<file path="config.mk">
export PLATFORM = sky130hd
export DESIGN_NAME = bin_to_bcd_seq
export DESIGN_NICKNAME = d
export VERILOG_FILES = /design/src/rtl/bin_to_bcd_seq.sv
export SDC_FILE = /design/constraint.sdc
export NUM_CORES = 1
export LEC_CHECK = 0
export BUFFER_PORTS_ARGS = -buffer_cell sky130_fd_sc_hd__buf_4
export CORE_ASPECT_RATIO = 0.75
export CORE_MARGIN = 2
export CORE_UTILIZATION = 56
export CTS_CLUSTER_DIAMETER = 30
export DETAILED_ROUTE_END_ITERATION = 6
export PLACE_DENSITY_LB_ADDON = 0.3
export SETUP_SLACK_MARGIN = 0.3
export SLEW_MARGIN = 20
export SYNTH_ARGS = -nofsm -noshare
export SYNTH_HDL_FRONTEND = slang
export SYNTH_SLANG_ARGS = --single-unit
</file>
<file path="constraint.sdc">
create_clock -name clk -period 1.9 [get_ports clk]
set_clock_uncertainty 0.15 [all_clocks]
set_input_delay 0.19 -clock clk [delete_from_list [all_inputs] [get_ports clk]]
set_output_delay 0.19 -clock clk [all_outputs]
set_load 0.02 [all_outputs]
</file>
<file path="src/rtl/bin_to_bcd_seq.sv">
// rtl/bin_to_bcd_seq.sv - iterative double-dabble binary-to-BCD converter
//
// Purpose:
//   Converts one unsigned BIN_W-bit word per transaction into DIGITS packed
//   BCD digits using shift-and-add-3. A conversion takes BIN_W SHIFT cycles.
//   The result is then held in DONE until downstream takes it.
//
// Ports:
//   clk        rising-edge clock
//   rst        synchronous active-high reset
//   in_valid   bin_in holds a word to convert
//   in_ready   converter idle and able to accept a word
//   bin_in     unsigned binary operand, sampled only at the accepting edge
//   out_valid  bcd_out holds a finished result
//   out_ready  downstream consumes the result
//   bcd_out    packed BCD, digit k = bcd_out[4k+3:4k], k=0 is units
//   busy       high while a conversion is shifting

module bin_to_bcd_seq #(
  parameter int BIN_W  = 8,
  parameter int DIGITS = 3
) (
  input  logic                  clk,
  input  logic                  rst,
  input  logic                  in_valid,
  output logic                  in_ready,
  input  logic [BIN_W-1:0]      bin_in,
  output logic                  out_valid,
  input  logic                  out_ready,
  output logic [4*DIGITS-1:0]   bcd_out,
  output logic                  busy
);

  localparam int BCD_W = 4 * DIGITS;
  localparam int SW    = BCD_W + BIN_W;
  localparam int CNT_W = $clog2(BIN_W + 1);

  // The digit field must be able to hold the largest binary input.
  if ((64'(10) ** DIGITS) <= ((64'(1) << BIN_W) - 64'(1))) begin : g_bad_params
    $error("bin_to_bcd_seq: DIGITS too small for BIN_W");
  end

  typedef enum logic [1:0] {
    S_IDLE  = 2'd0,
    S_SHIFT = 2'd1,
    S_DONE  = 2'd2
  } state_e;

  state_e             state_q;
  logic [SW-1:0]      scratch_q;
  logic [SW-1:0]      scratch_adj;
  logic [SW-1:0]      scratch_d;
  logic [CNT_W-1:0]   cnt_q;
  logic [BCD_W-1:0]   bcd_q;
  logic               in_ready_q;
  logic               out_valid_q;
  logic               busy_q;

  // Add-3 correction on every digit field in parallel, then shift left.
  // Only digits 5..9 are corrected, so each field stays <= 9 after the shift.
  always_comb begin
    scratch_adj = scratch_q;
    for (int k = 0; k < DIGITS; k++) begin
      if (scratch_q[BIN_W+4*k +: 4] >= 4'd5) begin
        scratch_adj[BIN_W+4*k +: 4] = scratch_q[BIN_W+4*k +: 4] + 4'd3;
      end
    end
    scratch_d = scratch_adj << 1;
  end

  always_ff @(posedge clk) begin
    if (rst) begin
      state_q     <= S_IDLE;
      scratch_q   <= '0;
      cnt_q       <= '0;
      bcd_q       <= '0;
      in_ready_q  <= 1'b1;
      out_valid_q <= 1'b0;
      busy_q      <= 1'b0;
    end else begin
      case (state_q)
        S_IDLE: begin
          if (in_valid) begin
            scratch_q  <= {{BCD_W{1'b0}}, bin_in};
            cnt_q      <= CNT_W'(BIN_W);
            state_q    <= S_SHIFT;
            in_ready_q <= 1'b0;
            busy_q     <= 1'b1;
          end
        end
        S_SHIFT: begin
          scratch_q <= scratch_d;
          cnt_q     <= cnt_q - CNT_W'(1);
          // Last shift: publish the digit field straight from the next value.
          if (cnt_q == CNT_W'(1)) begin
            bcd_q       <= scratch_d[SW-1:BIN_W];
            state_q     <= S_DONE;
            busy_q      <= 1'b0;
            out_valid_q <= 1'b1;
          end
        end
        S_DONE: begin
          if (out_ready) begin
            state_q     <= S_IDLE;
            out_valid_q <= 1'b0;
            in_ready_q  <= 1'b1;
          end
        end
        default: begin
          state_q     <= S_IDLE;
          in_ready_q  <= 1'b1;
          out_valid_q <= 1'b0;
          busy_q      <= 1'b0;
        end
      endcase
    end
  end

  assign in_ready  = in_ready_q;
  assign out_valid = out_valid_q;
  assign busy      = busy_q;
  assign bcd_out   = bcd_q;

endmodule

</file>
==> flow_summary_export.csv, run 1 <==
group,metric,value,unit
placed_design,placed_cell_area,0.002192,mm²
yosys,ys_seq_area_share,42.85,%
placed_design,port_buffers,26,
timing,finalCritPeriodShare,90.69,%
placed_design,dp_slack,146.2,ps
grt,grt_max_degree,44,
pwr,pwr-share-clk,32.3,%
yosys,synth-edff-count,0,
pwr,intPower,1.319,mW
routing,first_pass_iters,4,
grt,overflow,0,
min_path,holdPathStages,3,
critical_path,cp_slowest_cell,"or3b_4",
timing,whs,0.5141,ps
critical_path,arrival,1740,ps
critical_path,ff2ff_path_depth,7,
cts,clock-sinks,41,
routing,drtIter0Drc,88,
placed_design,place_congestion,0.8176,
grt,grt_pass1_wl,7.072,mm
cts,htree_levels,2,
cells_and_area,nNetsFinal,287,
critical_path,reg2reg_slack,180,ps
timing,hold_violations,0,
cells_and_area,final_util,77.36,%
cells_and_area,drive_gt1_share,38.20,%
min_path,hp-class,"input port to flip-flop",
timing,fmax,0.5804,GHz
cells_and_area,antennaDiodeCount,0,
yosys,async_flop_share,0,%
critical_path,r2r-start,"cnt_q[1]",
cells_and_area,fin_area,0.002544,mm²
timing,finalMaxSlewViolations,0,
yosys,avgSynthCellArea,8.629,µm²
cts,holdBufCountCts,0,
grt,grt_pass1_vias,1574,
pwr,power.density,704.6,mW/mm²
yosys,yosysUniqueCellTypes,34,
pwr,switchingPower,472.7,µW
timing,rsz0062_at_grt,"true",
cts,clk_latency,290,ps
critical_path,path_cells,"inv_2 > ha_4 > or3b_4 > nor2_4 > buf_4 > buf_4 > a211oi_2",
min_path,holdPathEnd,"in_ready",
timing,tns,0,ps
die,die_area,0.003909,mm²
yosys,synth-seq-cells,41,
critical_path,critPathCaptureType,"flip-flop",
yosys,syn_nets,242,
run_status,status,"finished clean",
critical_path,crit_fanout,6,
timing,tightest_slew,433.6,ps
yosys,synth_ff_type,"dfxtp_1",
placed_design,place_inst,284,
grt,antenna_found_initial,0,
routing,drc,0,
timing,finalCriticalPeriod,1723,ps
min_path,hp-start,"out_ready",
critical_path,critPathBufInv,3,
pwr,power_frac_comb,15.7,%
yosys,yosysWarnings,0,
timing,relSlewSlack,71.09,%
routing,wl_per_cell,15.79,µm
timing,fin_ws,176.9,ps
pwr,peakVddDrop,0.0006015,V
cts,clk_pin_slew,70,ps
critical_path,cpPeakStageDelay,400,ps
pwr,p_leak,1.016,nW
placed_design,dp_hpwl,2.888,mm
critical_path,r2r_end,"bcd_out[8]",
routing,viasPerCell,5.733,
pwr,p_sw_share,26.38,%
critical_path,critPathTopFamily,"simple AND/OR/NAND/NOR gates",
routing,drtAntennaViolNets,0,
pwr,power.total,1.792,mW
cts,tritoncts,"built",
cells_and_area,area_growth_syn_to_layout,32.79,%
critical_path,worstSetupStartpointType,"flip-flop",
yosys,synthCells,222,
yosys,netlist_area,0.001916,mm²
cts,root_buffer,"clkbuf_8",
die,num_rows,18,
die,fp.dieW,71.54,µm
cts,cts_buffers,5,
die,start_util,58.26,%
critical_path,cpMostUsedCell,"buf_4",
die,dieHeight,54.65,µm
cts,cts_buffer_depth,2,
timing,setup-violations-final,0,
critical_path,cp_data_required_time,1920,ps
pwr,seqPwrFrac,52.0,%
critical_path,worstSetupPathType,"flip-flop to flip-flop",
die,coreArea,0.003288,mm²
cells_and_area,final_cells,307,
routing,drt_wl_total,4.847,mm
job,max_cap_violations,0,
die,ioPinCount,27,
routing,vias,1760,
grt,grtUsageTotal,23.92,%
worst min-delay path, delay by kind of cell:
kind	cells	cell delay, ps
buffers and inverters	1	80
and+or+nand+nor	1	40
AOI/OAI and AO/OA	1	100
area by class of cell:
class,instances,area (µm²)
inverter,10,37.54
tap,40,50.05
multi-input combinational,159,1149
clock buffer,7,86.33
fill,231,744.5
timing repair buffer,50,390.4
sequential,41,830.8
state kept, by name (all words and copies together) (netlist names):
register,count
bcd_out,12
state_q,2
out_valid,1
scratch_q,20
cnt_q,4
in_ready,1
busy,1
placed cells by master, fill, tap and decap left out, types with 5 or more instances in the layout:
cell type / instances
nor2_1: 31
dfxtp_1: 35
o21ai_2: 8
a21oi_1: 11
o32ai_1: 5
nand3b_1: 10
clkbuf_8: 6
nor3_1: 13
o22ai_1: 5
o21ai_0: 6
inv_2: 7
dfxtp_2: 5
nand2_1: 9
buf_4: 46
synthesized netlist by cell type (3+ instances only):
cell | count | area [µm²]
dfxtp_1 | 41 | 820.8
nor2_1 | 32 | 120.1
a21oi_1 | 15 | 75.07
nor3_1 | 14 | 70.07
nand3b_1 | 10 | 75.07
inv_1 | 9 | 33.78
nand2_1 | 9 | 33.78
o21ai_0 | 9 | 45.04
ha_1 | 8 | 100.1
clkbuf_1 | 7 | 26.28
a211oi_1 | 6 | 45.04
nand2b_1 | 6 | 37.54
o21ai_2 | 6 | 52.55
nor3b_1 | 5 | 37.54
o22ai_1 | 5 | 31.28
o32ai_1 | 5 | 43.79
a2bb2oi_1 | 4 | 35.03
mux2_2 | 4 | 45.04
nor2b_1 | 4 | 25.02
a22oi_1 | 3 | 22.52
buf_2 | 3 | 15.01
nand3_1 | 3 | 15.01
xnor2_1 | 3 | 26.28
timing repair:
item	in CTS	in global routing
buffers inserted	9	7
pin swaps	9	8
setup endpoints to repair	22	20
gates resized for setup	17	24
cloned	0	0
cells by family after synthesis:
logic type / synth area share [%]
AO/OA/AOI/OAI: 19.53
AND/OR/NAND/NOR: 24.10
flip-flops: 42.85
multiplexers: 2.351
buffers and inverters: 4.571
XOR/XNOR: 1.372
adder cells (fa/ha/maj): 5.226
power groups by stage:
stage / combinational (mW) / sequential (mW) / clock, mW
after global placement: 0.240 / 0.949 / 0
after floorplan: 0.158 / 0.952 / 0
after CTS: 0.262 / 0.929 / 0.577
final: 0.281 / 0.931 / 0.579
after global routing: 0.309 / 0.935 / 0.622
after detailed placement: 0.244 / 0.950 / 0
worst max-delay path by stage:
stage                 startpoint       endpoint  depth (start not counted)
finish                  cnt_q[1]     bcd_out[8]                          7
global route            cnt_q[1]     bcd_out[8]                          7
CTS                 scratch_q[9]  scratch_q[10]                          6
detailed placement  scratch_q[8]  scratch_q[10]                          6
global placement    scratch_q[8]  scratch_q[10]                          6
floorplan           scratch_q[8]  scratch_q[10]                          6
per-layer routing:
metal	wire [µm]	vias up	global-route usage, %
li1	-	872	-
met1	2130	841	30.11
met2	2413	40	39.20
met3	229	7	6.077
met4	74	0	11.32
met5	0	-	0
(Power assumes the default switching activity.)
==> inputs of run 2 (changes only) <==
--- a/config.mk
+++ b/config.mk
@@ -11,6 +11,7 @@
 export CORE_UTILIZATION = 56
 export CTS_CLUSTER_DIAMETER = 30
 export DETAILED_ROUTE_END_ITERATION = 6
+export GPL_TIMING_DRIVEN = 0
 export PLACE_DENSITY_LB_ADDON = 0.3
 export SETUP_SLACK_MARGIN = 0.3
 export SLEW_MARGIN = 20
==> flow_summary_export.csv, run 2 (synthesized netlist as in run 1, its figures left out) <==
group,metric,value,unit
timing,finalMaxSlewViolations,0,
cts,clock-sinks,41,
cells_and_area,fin_area,0.002542,mm²
pwr,peakVddDrop,0.0005923,V
cells_and_area,antennaDiodeCount,0,
cells_and_area,final_cell_mix,"dfxtp_1 (37), buf_4 (35), nor2_1 (29)",
critical_path,worstSetupStartpointType,"flip-flop",
critical_path,critPathCaptureType,"flip-flop",
cells_and_area,drive_gt1_share,37.45,%
routing,drc,0,
die,start_util,58.26,%
cells_and_area,layout_commonest_cell,"dfxtp_1",
routing,first_pass_iters,5,
critical_path,worstSetupPathType,"flip-flop to flip-flop",
die,ioPinCount,27,
timing,finalCritPeriodShare,89.04,%
grt,grt_pass1_vias,1530,
cells_and_area,nNetsFinal,286,
timing,finalCriticalPeriod,1692,ps
critical_path,arrival,1750,ps
timing,setup-violations-final,0,
routing,drtIter0Drc,102,
timing,relSlewSlack,57.36,%
cts,root_buffer,"clkbuf_8",
run_status,status,"finished clean",
cts,htree_levels,2,
die,coreArea,0.003288,mm²
grt,overflow,0,
cells_and_area,largest_register_ffs,20,
die,fp.dieW,71.54,µm
job,max_cap_violations,0,
cts,clk_latency,300,ps
critical_path,cp_data_required_time,1950,ps
die,num_rows,18,
placed_design,dp_hpwl,2.987,mm
placed_design,port_buffers,25,
cts,cts_buffers,5,
critical_path,crit_fanout,7,
routing,vias,1774,
cts,cts_buffer_depth,2,
routing,viasPerCell,5.779,
cts,clk_pin_slew,80,ps
routing,drt_wl_total,4.842,mm
cts,tritoncts,"built",
die,dieHeight,54.65,µm
timing,tns,0,ps
timing,fmax,0.5911,GHz
timing,rsz0062_at_grt,"true",
grt,antenna_found_initial,0,
grt,grt_max_degree,13,
pwr,power.density,766.5,mW/mm²
timing,hold_violations,0,
grt,grtUsageTotal,25.16,%
routing,wl_per_cell,15.77,µm
cells_and_area,area_growth_syn_to_layout,32.72,%
pwr,p_leak,1.012,nW
placed_design,place_congestion,0.8533,
timing,tightest_slew,639.6,ps
die,die_area,0.003909,mm²
placed_design,placed_cell_area,0.002175,mm²
routing,drtAntennaViolNets,0,
cells_and_area,top_register,"scratch_q",
grt,grt_pass1_wl,7.348,mm
min_path,hp-class,"input port to flip-flop",
==> run 2: layout make-up <==
class	instances	area (µm²)
sequential	41	828.3
clock inverter	1	30.03
clock buffer	7	86.33
buffer	12	58.81
inverter	10	38.79
fill	217	745.7
multi-input combinational	159	1162
tap	40	50.05
timing repair buffer	37	287.8
==> run 2: routing by layer <==
layer	up-vias	routed length [µm]	track usage, %
li1	874	-	-
met5	-	0	0
met4	0	65	7.862
met2	50	2379	41.51
met1	845	2106	32.44
met3	5	291	7.182
==> run 2: timing repair <==
action	4_1_cts	5_1_grt
setup buffers	9	2
pin swaps	9	7
setup endpoints to repair	30	28
hold endpoints to repair	1	0
hold buffers	1	0
resized for setup	15	38
cloned	0	0
==> run 2: power by group <==
group | switching, mW | internal [mW]
clock | 0.313 | 0.429
sequential | 0.0304 | 0.897
combinational | 0.151 | 0.129
total | 0.494 | 1.45
==> run 2: worst paths after layout <==
| path | start | endpoint | slack, ps | depth (start not counted) |
|---|---|---|---|---|
| setup reg to reg | cnt_q[1] | bcd_out[4] | 210 | 6 |
| hold / removal | in_valid | scratch_q[3] | 100 | 4 |
| setup / recovery | cnt_q[1] | bcd_out[4] | 210 | 6 |
| hold reg to reg | bcd_out[0] | bcd_out[0] | 310 | 2 |
==> run 2: metrics by stage <==
| stage | setup WS (ps) | total power, mW | instances | hold WS, ps | utilization [%] |
|---|---|---|---|---|---|
| floorplan | 300.8 | 1.110 | 222 | 189.5 | - |
| global placement | 79.76 | 1.181 | 287 | 295.9 | 66.13 |
| detailed placement | 67.93 | 1.187 | 287 | 303.6 | 66.13 |
| CTS | 213.1 | 1.932 | 305 | 95.11 | 73.10 |
| global route | 119.4 | 2.028 | 307 | 113.1 | 77.32 |
| finish | 208.3 | 1.949 | 307 | 104.6 | 77.32 |
==> run 2: critical path: stages (launching register included) <==
cell and delay [ps]:
dfxtp_2 330, inv_2 60, ha_4 120, or3b_4 400
nor2_4 220, nor2_1 80, a211oi_1 220
==> inputs of run 3 (changes only) <==
--- a/config.mk
+++ b/config.mk
@@ -8,7 +8,8 @@
 export BUFFER_PORTS_ARGS = -buffer_cell sky130_fd_sc_hd__buf_4
 export CORE_ASPECT_RATIO = 0.75
 export CORE_MARGIN = 2
-export CORE_UTILIZATION = 56
+export CORE_UTILIZATION = 59
+export CTS_BUF_LIST = sky130_fd_sc_hd__clkbuf_8
 export CTS_CLUSTER_DIAMETER = 30
 export DETAILED_ROUTE_END_ITERATION = 6
 export GPL_TIMING_DRIVEN = 0
==> flow_summary_export.csv, run 3 (synthesized netlist as in run 1, its figures left out) <==
group,metric,value,unit
critical_path,critPathLaunch,"cnt_q[1]",
timing,finalCriticalPeriod,1716,ps
critical_path,critPathBufInv,1,
placed_design,port_buffers,25,
routing,wl_met2,2.472,mm
timing,fmax,0.5828,GHz
timing,finalCritPeriodShare,90.31,%
die,fp.dieW,69.80,µm
cts,tritoncts,"built",
critical_path,cpPeakStageDelay,420,ps
cells_and_area,antennaDiodeCount,0,
job,max_cap_violations,0,
cells_and_area,area_growth_syn_to_layout,31.42,%
cts,cts_buffer_depth,2,
pwr,p_leak,0.9838,nW
cts,htree_levels,2,
critical_path,r2r-start,"cnt_q[1]",
routing,top_layer_used,"met4",
grt,overflow,0,
run_status,status,"finished clean",
critical_path,path_cells,"inv_2 > ha_4 > or3b_4 > or3_4 > o21ai_2",
critical_path,reg2reg_slack,180,ps
grt,grtUsageTotal,26.38,%
min_path,hp-start,"in_valid",
min_path,hp-class,"input port to flip-flop",
critical_path,r2r_end,"bcd_out[10]",
cells_and_area,fin_area,0.002517,mm²
cts,cts_buffers,5,
critical_path,cp_slowest_cell,"or3_4",
cells_and_area,nNetsFinal,286,
timing,tightest_slew,559.5,ps
critical_path,worstSetupPathType,"flip-flop to flip-flop",
cts,clk_latency,300,ps
die,ioPinCount,27,
grt,antenna_found_initial,0,
die,die_area,0.003723,mm²
timing,rsz0062_at_grt,"true",
routing,drtAntennaViolNets,0,
timing,hold_violations,0,
timing,finalMaxSlewViolations,0,
critical_path,crit_fanout,6,
critical_path,worstSetupStartpointType,"flip-flop",
critical_path,cp.depth,5,
critical_path,endpoint,"bcd_out[10]",
grt,grt_pass1_wl,7.514,mm
cells_and_area,largest_register_ffs,20,
die,dieHeight,53.35,µm
timing,fin_ws,184.2,ps
routing,drtIter0Drc,127,
die,coreArea,0.003020,mm²
critical_path,cp_data_required_time,1990,ps
routing,vias,1820,
placed_design,dp_slack,-88.46,ps
critical_path,arrival,1800,ps
placed_design,placed_cell_area,0.002172,mm²
routing,met1_length,2.205,mm
routing,wl_per_cell,16.94,µm
routing,drc,0,
pwr,peakVddDrop,0.0006757,V
cells_and_area,final_cell_mix,"dfxtp_1 (35), buf_4 (35), nor2_1 (32)",
timing,setup-violations-final,0,
pwr,power.density,701.5,mW/mm²
critical_path,critPathTopFamily,"simple AND/OR/NAND/NOR gates",
cells_and_area,drive_gt1_share,37.45,%
cts,root_buffer,"clkbuf_8",
routing,first_pass_iters,4,
critical_path,critPathCaptureType,"flip-flop",
routing,drt_wl_total,5.166,mm
routing,dr_wl_met3,355,µm
critical_path,ff2ff_path_depth,5,
cells_and_area,top_register,"scratch_q",
placed_design,dp_hpwl,2.944,mm
cts,clock-sinks,41,
die,start_util,63.42,%
die,num_rows,17,
placed_design,place_congestion,0.8375,
cts,clk_pin_slew,80,ps
routing,viasPerCell,5.967,
timing,relSlewSlack,62.70,%
grt,grt_max_degree,13,
grt,grt_pass1_vias,1579,
## run 3: per-layer routing
metal / up-vias / GRT usage [%]
met5: - / 0
met4: 0 / 8.974
met3: 15 / 5.905
met2: 72 / 43.33
met1: 858 / 34.73
li1: 875 / -
## run 3: worst min path at each step
stage,endpoint,slack (ps),depth (start not counted)
6_report,scratch_q[6],100,4
5_1_grt,scratch_q[6],130,4
4_1_cts,scratch_q[6],100,4
3_5_place_dp,in_ready,320,3
3_3_place_gp,in_ready,290,3
2_1_floorplan,in_ready,190,2
## run 3: metrics by stage
stage	cells	power (mW)	hold WS (ps)	TNS, ps	util, %
2_1_floorplan	222	1.110	189.5	0	-
3_3_place_gp	285	1.180	293.6	-129.7	71.91
3_5_place_dp	285	1.185	315.9	-140.4	71.91
4_1_cts	301	1.740	96.81	0	79.29
5_1_grt	305	1.827	130.9	0	83.35
6_report	305	1.766	103.1	0	83.35
## run 3: repair_timing
action	CTS	global route
pin swaps	5	6
buffers inserted	7	3
hold buffers	1	0
cloned	0	1
endpoints found under the setup margin	22	29
gates resized for setup	24	28
endpoints found under the hold margin	1	0
## run 3: layout make-up
class	count	area, µm²
sequential	41	830.8
tap	38	47.55
timing repair buffer	36	272.8
clock inverter	3	13.76
multi-input combinational	160	1184
buffer	12	58.81
inverter	10	41.29
clock buffer	5	68.82
fill	177	503.0
## run 3: worst register-to-register path, stage by stage, from the launching register on
cell     delay [ps]
dfxtp_2         330
inv_2            60
ha_4            120
or3b_4          410
or3_4           420
o21ai_2         160
## run 3: power breakdown
| part | switching [mW] | leakage, nW | internal (mW) | total [mW] |
|---|---|---|---|---|
| Clock | 0.303 | 0.0491 | 0.249 | 0.552 |
| Combinational | 0.158 | 0.597 | 0.129 | 0.287 |
| Sequential | 0.0301 | 0.337 | 0.897 | 0.927 |
| Total | 0.491 | 0.984 | 1.28 | 1.77 |
